## src/rtl/prf_write_arbiter.sv

```systemverilog
// prf_write_arbiter
//   Write side of the physical register file. Each of PRF_WR_COUNT producers
//   owns a 1-entry holding buffer. Every cycle, each PRF bank (selected by the
//   low LOG_PRF_BANK_COUNT bits of the PR) grants at most one buffered write.
//   The bank outputs are registered and also feed IQ wakeup / ROB complete.
//
//   Optional build macro: PRF_WR_FIXED_PRIO_EN
//     defined   -> per-bank fixed priority, lowest requestor index wins
//     undefined -> per-bank round-robin starting at rr_ptr[b]
//
// Ports
//   i_clk                    clock
//   i_rst                    synchronous reset, active high
//   i_WR_valid_by_wr         requestor presents a write
//   i_WR_PR_by_wr            destination physical register per requestor
//   i_WR_data_by_wr          write data per requestor
//   o_WR_ready_by_wr         holding buffer can accept this cycle
//   o_bank_WR_valid_by_bank  bank write enable (registered)
//   o_bank_WR_PR_by_bank     full PR written on that bank (registered)
//   o_bank_WR_data_by_bank   data written on that bank (registered)
module prf_write_arbiter #(
    parameter int PRF_WR_COUNT       = 7,
    parameter int PRF_BANK_COUNT     = 4,
    parameter int LOG_PRF_BANK_COUNT = 2,
    parameter int PR_COUNT           = 128,
    parameter int LOG_PR_COUNT       = $clog2(PR_COUNT),
    parameter int XLEN               = 32
) (
    input  logic                                         i_clk,
    input  logic                                         i_rst,
    input  logic [PRF_WR_COUNT-1:0]                      i_WR_valid_by_wr,
    input  logic [PRF_WR_COUNT-1:0][LOG_PR_COUNT-1:0]    i_WR_PR_by_wr,
    input  logic [PRF_WR_COUNT-1:0][XLEN-1:0]            i_WR_data_by_wr,
    output logic [PRF_WR_COUNT-1:0]                      o_WR_ready_by_wr,
    output logic [PRF_BANK_COUNT-1:0]                    o_bank_WR_valid_by_bank,
    output logic [PRF_BANK_COUNT-1:0][LOG_PR_COUNT-1:0]  o_bank_WR_PR_by_bank,
    output logic [PRF_BANK_COUNT-1:0][XLEN-1:0]          o_bank_WR_data_by_bank
);

    localparam int IDX_W = (PRF_WR_COUNT > 1) ? $clog2(PRF_WR_COUNT) : 1;

    // Holding buffers
    logic [PRF_WR_COUNT-1:0]                     r_buf_valid;
    logic [PRF_WR_COUNT-1:0][LOG_PR_COUNT-1:0]   r_buf_pr;
    logic [PRF_WR_COUNT-1:0][XLEN-1:0]           r_buf_data;

    // Registered bank ports
    logic [PRF_BANK_COUNT-1:0]                   r_bank_valid;
    logic [PRF_BANK_COUNT-1:0][LOG_PR_COUNT-1:0] r_bank_pr;
    logic [PRF_BANK_COUNT-1:0][XLEN-1:0]         r_bank_data;

    // Arbitration results
    logic [PRF_WR_COUNT-1:0]                     w_grant;
    logic [PRF_BANK_COUNT-1:0]                   w_win_vld;
    logic [PRF_BANK_COUNT-1:0][IDX_W-1:0]        w_win_idx;
    logic [PRF_WR_COUNT-1:0]                     w_ready;

    // (base + k) mod PRF_WR_COUNT; count need not be a power of two, so wrap explicitly
    function automatic logic [IDX_W-1:0] f_wrap(input logic [IDX_W-1:0] base, input int unsigned k);
        int unsigned s;
        s = k + 32'(base);
        if (s >= PRF_WR_COUNT) s = s - PRF_WR_COUNT;
        return IDX_W'(s);
    endfunction

`ifndef PRF_WR_FIXED_PRIO_EN
    logic [PRF_BANK_COUNT-1:0][IDX_W-1:0]        r_rr_ptr;
`endif

    // Per-bank scan: first buffered requestor targeting the bank wins.
    // Depends only on buffer state, never on i_WR_valid, so ready has no comb loop.
    always_comb begin
        w_grant   = '0;
        w_win_vld = '0;
        w_win_idx = '0;
        for (int b = 0; b < PRF_BANK_COUNT; b++) begin
            for (int k = 0; k < PRF_WR_COUNT; k++) begin
`ifdef PRF_WR_FIXED_PRIO_EN
                if (!w_win_vld[b] && r_buf_valid[f_wrap('0, k)] &&
                    r_buf_pr[f_wrap('0, k)][LOG_PRF_BANK_COUNT-1:0] == LOG_PRF_BANK_COUNT'(b)) begin
                    w_win_vld[b] = 1'b1;
                    w_win_idx[b] = f_wrap('0, k);
                end
`else
                if (!w_win_vld[b] && r_buf_valid[f_wrap(r_rr_ptr[b], k)] &&
                    r_buf_pr[f_wrap(r_rr_ptr[b], k)][LOG_PRF_BANK_COUNT-1:0] == LOG_PRF_BANK_COUNT'(b)) begin
                    w_win_vld[b] = 1'b1;
                    w_win_idx[b] = f_wrap(r_rr_ptr[b], k);
                end
`endif
            end
            if (w_win_vld[b]) w_grant[w_win_idx[b]] = 1'b1;
        end
    end

    // A granted buffer drains this edge, so it may refill on the same edge
    assign w_ready = i_rst ? '0 : (~r_buf_valid | w_grant);

    always_ff @(posedge i_clk) begin
        if (i_rst) begin
            r_buf_valid  <= '0;
            r_bank_valid <= '0;
            r_bank_pr    <= '0;
            r_bank_data  <= '0;
        end else begin
            for (int i = 0; i < PRF_WR_COUNT; i++) begin
                if (i_WR_valid_by_wr[i] && w_ready[i]) begin
                    r_buf_valid[i] <= 1'b1;
                    r_buf_pr[i]    <= i_WR_PR_by_wr[i];
                    r_buf_data[i]  <= i_WR_data_by_wr[i];
                end else if (w_grant[i]) begin
                    r_buf_valid[i] <= 1'b0;
                end
            end
            for (int b = 0; b < PRF_BANK_COUNT; b++) begin
                r_bank_valid[b] <= w_win_vld[b];
                // PR/data hold their last value on idle cycles
                if (w_win_vld[b]) begin
                    r_bank_pr[b]   <= r_buf_pr[w_win_idx[b]];
                    r_bank_data[b] <= r_buf_data[w_win_idx[b]];
                end
            end
        end
    end

`ifndef PRF_WR_FIXED_PRIO_EN
    always_ff @(posedge i_clk) begin
        if (i_rst) begin
            r_rr_ptr <= '0;
        end else begin
            for (int b = 0; b < PRF_BANK_COUNT; b++) begin
                if (w_win_vld[b]) r_rr_ptr[b] <= f_wrap(w_win_idx[b], 1);
            end
        end
    end
`endif

    assign o_WR_ready_by_wr        = w_ready;
    assign o_bank_WR_valid_by_bank = r_bank_valid;
    assign o_bank_WR_PR_by_bank    = r_bank_pr;
    assign o_bank_WR_data_by_bank  = r_bank_data;

endmodule
```

## config.mk

```make
export PLATFORM = sky130hd
export DESIGN_NAME = prf_write_arbiter
export DESIGN_NICKNAME = d
export VERILOG_FILES = /design/src/rtl/prf_write_arbiter.sv
export SDC_FILE = /design/constraint.sdc
export NUM_CORES = 1
export LEC_CHECK = 0
export ABC_AREA = 0
export CAP_MARGIN = 20
export CORE_MARGIN = 2
export CORE_UTILIZATION = 25
export CTS_CLUSTER_DIAMETER = 40
export DETAILED_ROUTE_END_ITERATION = 10
export PLACE_DENSITY = 0.46
export SETUP_SLACK_MARGIN = 0.15
export SLEW_MARGIN = 20
export SYNTH_ARGS = -nofsm -noshare
export SYNTH_HDL_FRONTEND = slang
export SYNTH_SLANG_ARGS = --single-unit
export TNS_END_PERCENT = 100
```

## constraint.sdc

```tcl
create_clock -name i_clk -period 9.9 [get_ports i_clk]
set_clock_uncertainty 0.05 [all_clocks]
set_input_delay 1.485 -clock i_clk [delete_from_list [all_inputs] [get_ports i_clk]]
set_output_delay 1.485 -clock i_clk [all_outputs]
set_load 0.02 [all_outputs]
```

==> flow_metrics.tcl <==
set metrics [dict create \
    cts_setup_buffers 0 \
    finalSetupTns_ps 0 \
    synthArstFlopShare 0 \
    reg2reg_depth 16 \
    viasPerCell 5.51 \
    nets 3380 \
    grt_use_total 0.222 \
    ios 449 \
    fin_crit_ps 8880 \
    h-tree-depth 3 \
    core_area_um2 112000 \
    clock_sinks 452 \
    cts_max_path_buffers 3 \
    dp_hpwl_um 88100 \
    cts-buffers-inserted 98 \
    grt_pass1_vias 25200 \
    drv_cap 0 \
    fp-row-count 123 \
    drcViolationCount 0 \
    setup_viol 0 \
    end_kind "output pin" \
    drv_slew 0 \
    hold_class "flop to flop" \
    area_growth_pct 33.2 \
    ant_nets 0 \
    fin_crit_sh 0.897 \
    start_util 0.252 \
    grt_antenna_before_repair 28 \
    syn_area_um2 28400 \
    ys_ff_latch 452 \
    dieArea_um2 116000 \
    regArea_um2 11800 \
    max_freq_ghz 0.113 \
    fp.dieH_um 341 \
    cts-root-buf "clkbuf_16" \
    gr-total-overflow 0 \
    dr.pass1.iters 6 \
    hold_viol 0 \
    gp_congestion 0.872 \
    die_x_um 341 \
    synth_edf_count 273 \
    status "finished, final reports clean" \
    cts_resized 0 \
    grt_setup_unrepaired "false" \
    syn_avg_cell_area_um2 10.6 \
    synth_top_flop_cell "edfxtp_1" \
    cp_max_fo 13 \
    synth.net_count 3006 \
    wl_um 134000 \
    drive_gt1_frac 0.164 \
    nFillCells 11300 \
    postCtsHoldBufs 0 \
    crit_type "flop to output pin" \
    worst_pin_slew_ps 1110 \
    grt_pass1_wl_um 187000 \
    multi_input_area_um2 15600 \
    io_buffers 448 \
    critPathLaunchType "flop" \
    critPathArrivalTime_ps 7340 \
    synthCells 2665 \
    first_iter_violations 2306 \
    wl_per_cell_um 28.8 \
    clk_latency_ps 690 \
    maxSlewHeadroom 0.257 \
    holdPathStages 1 \
    cp.required_ps 8370 \
    synth_cell_types 100 \
    yosysSeqAreaShare 0.415 \
    grt_max_degree 118 \
    ys.warnings.count 0 \
    via_count 25500 \
    cts.clk_slew.worst_paths_ps 50 \
    cts_tree "yes" \
]
## final cells by class
class                           instances  area share
Tap cell                             1500      0.0497
Sequential cell                       452       0.312
Clock buffer                          113      0.0683
Clock inverter                         72      0.0231
Multi-Input combinational cell       1941       0.413
Timing Repair Buffer                  494       0.128
Antenna cell                            5    0.000331
Inverter                               52     0.00523
## metrics by stage
stage	hold slack, ps	setup WS (ps)	util	cell area (µm²)	instances
final	414	1020	0.336	37800	4629
after global routing	429	692	0.336	37800	4626
after CTS	421	1090	0.336	37800	4624
after detailed placement	408	1810	0.305	34300	4439
after global placement	403	2000	0.305	34300	4439
after floorplan	490	1920	-	28400	2665
## worst max-delay path, stage by stage (launching register included)
cell,delay [ps]
dfxtp_1,580
inv_1,250
ha_1,260
inv_1,70
fa_1,470
o21ai_0,450
mux4_2,560
mux2_2,320
nor4_2,810
nand4_1,320
a31oi_4,520
buf_4,360
nor3b_1,90
nor4_1,740
nor2_1,260
clkdlybuf4s50_1,610
## synth_stat cells (all sizes together) (33+ instances only)
master   count  share of area
mux2i      288           0.10
edfxtp     273           0.29
mux2       202          0.080
dfxtp      179           0.13
nand2      170          0.023
clkbuf     130          0.017
a21oi      128          0.023
nor2       126          0.017
a221oi     116          0.036
o21ai      109          0.019
buf         90          0.019
a2111oi     75          0.025
a32o        65          0.023
a211oi      64          0.017
ha          55          0.024
inv         51         0.0067
o211ai      48          0.013
o22ai       46          0.010
nand3       33         0.0058
## cells in the final DEF, fill, tap and decap left out, drive strengths merged, types with 65 or more instances in the layout
master and count:
nor2 126, a32o 65, a2111oi 75, a21oi 128, dfxtp 179, a221oi 116, mux2i 288, nand2 170
clkdlybuf4s50 447, edfxtp 273, clkbuf 113, o21ai 109, mux2 202
## worst paths after layout
path                            slack (ps)                               startpoint                                       to
worst min-delay path                   410  o_bank_WR_data_by_bank[18]$_SDFFE_PP0P_  o_bank_WR_data_by_bank[18]$_SDFFE_PP0P_
worst min register to register         410  o_bank_WR_data_by_bank[18]$_SDFFE_PP0P_  o_bank_WR_data_by_bank[18]$_SDFFE_PP0P_
worst max-delay path                  1020                 r_rr_ptr[4]$_SDFFE_PP0N_                      o_WR_ready_by_wr[5]
worst max register to register        2690                 r_rr_ptr[0]$_SDFFE_PP0P_                r_buf_data[131]$_DFFE_PP_
## logic make-up (layout without fill, tap and decap cells)
family | after synthesis | in the layout | synth area share
AOI/OAI and AO/OA | 801 | 801 | 0.212
and+or+nand+nor | 541 | 541 | 0.0973
muxes | 506 | 506 | 0.195
DFF | 452 | 452 | 0.415
buffers and inverters | 272 | 731 | 0.0432
adders and majority gates | 59 | 59 | 0.0271
xor gates and xnor gates | 34 | 34 | 0.0105
other | 0 | 5 | 0
## per-layer routing
metal | part of all wire | wire length [µm] | GRT usage
met5 | 0.0023 | 304 | 0
met4 | 0.030 | 4010 | 0.0716
met3 | 0.086 | 11500 | 0.0655
met2 | 0.45 | 60100 | 0.349
met1 | 0.43 | 57600 | 0.290
## flip-flops by register name, summed over array words and instances (netlist names)
name and count:
r_buf_data 224, o_bank_WR_data_by_bank 128, r_buf_pr 49, o_bank_WR_PR_by_bank 28, r_rr_ptr 12, r_buf_valid 7
o_bank_WR_valid_by_bank 4
Power is left out: the tool's default activity adds up to more than one toggle a clock period on the data nets, which glitch-free logic cannot reach.
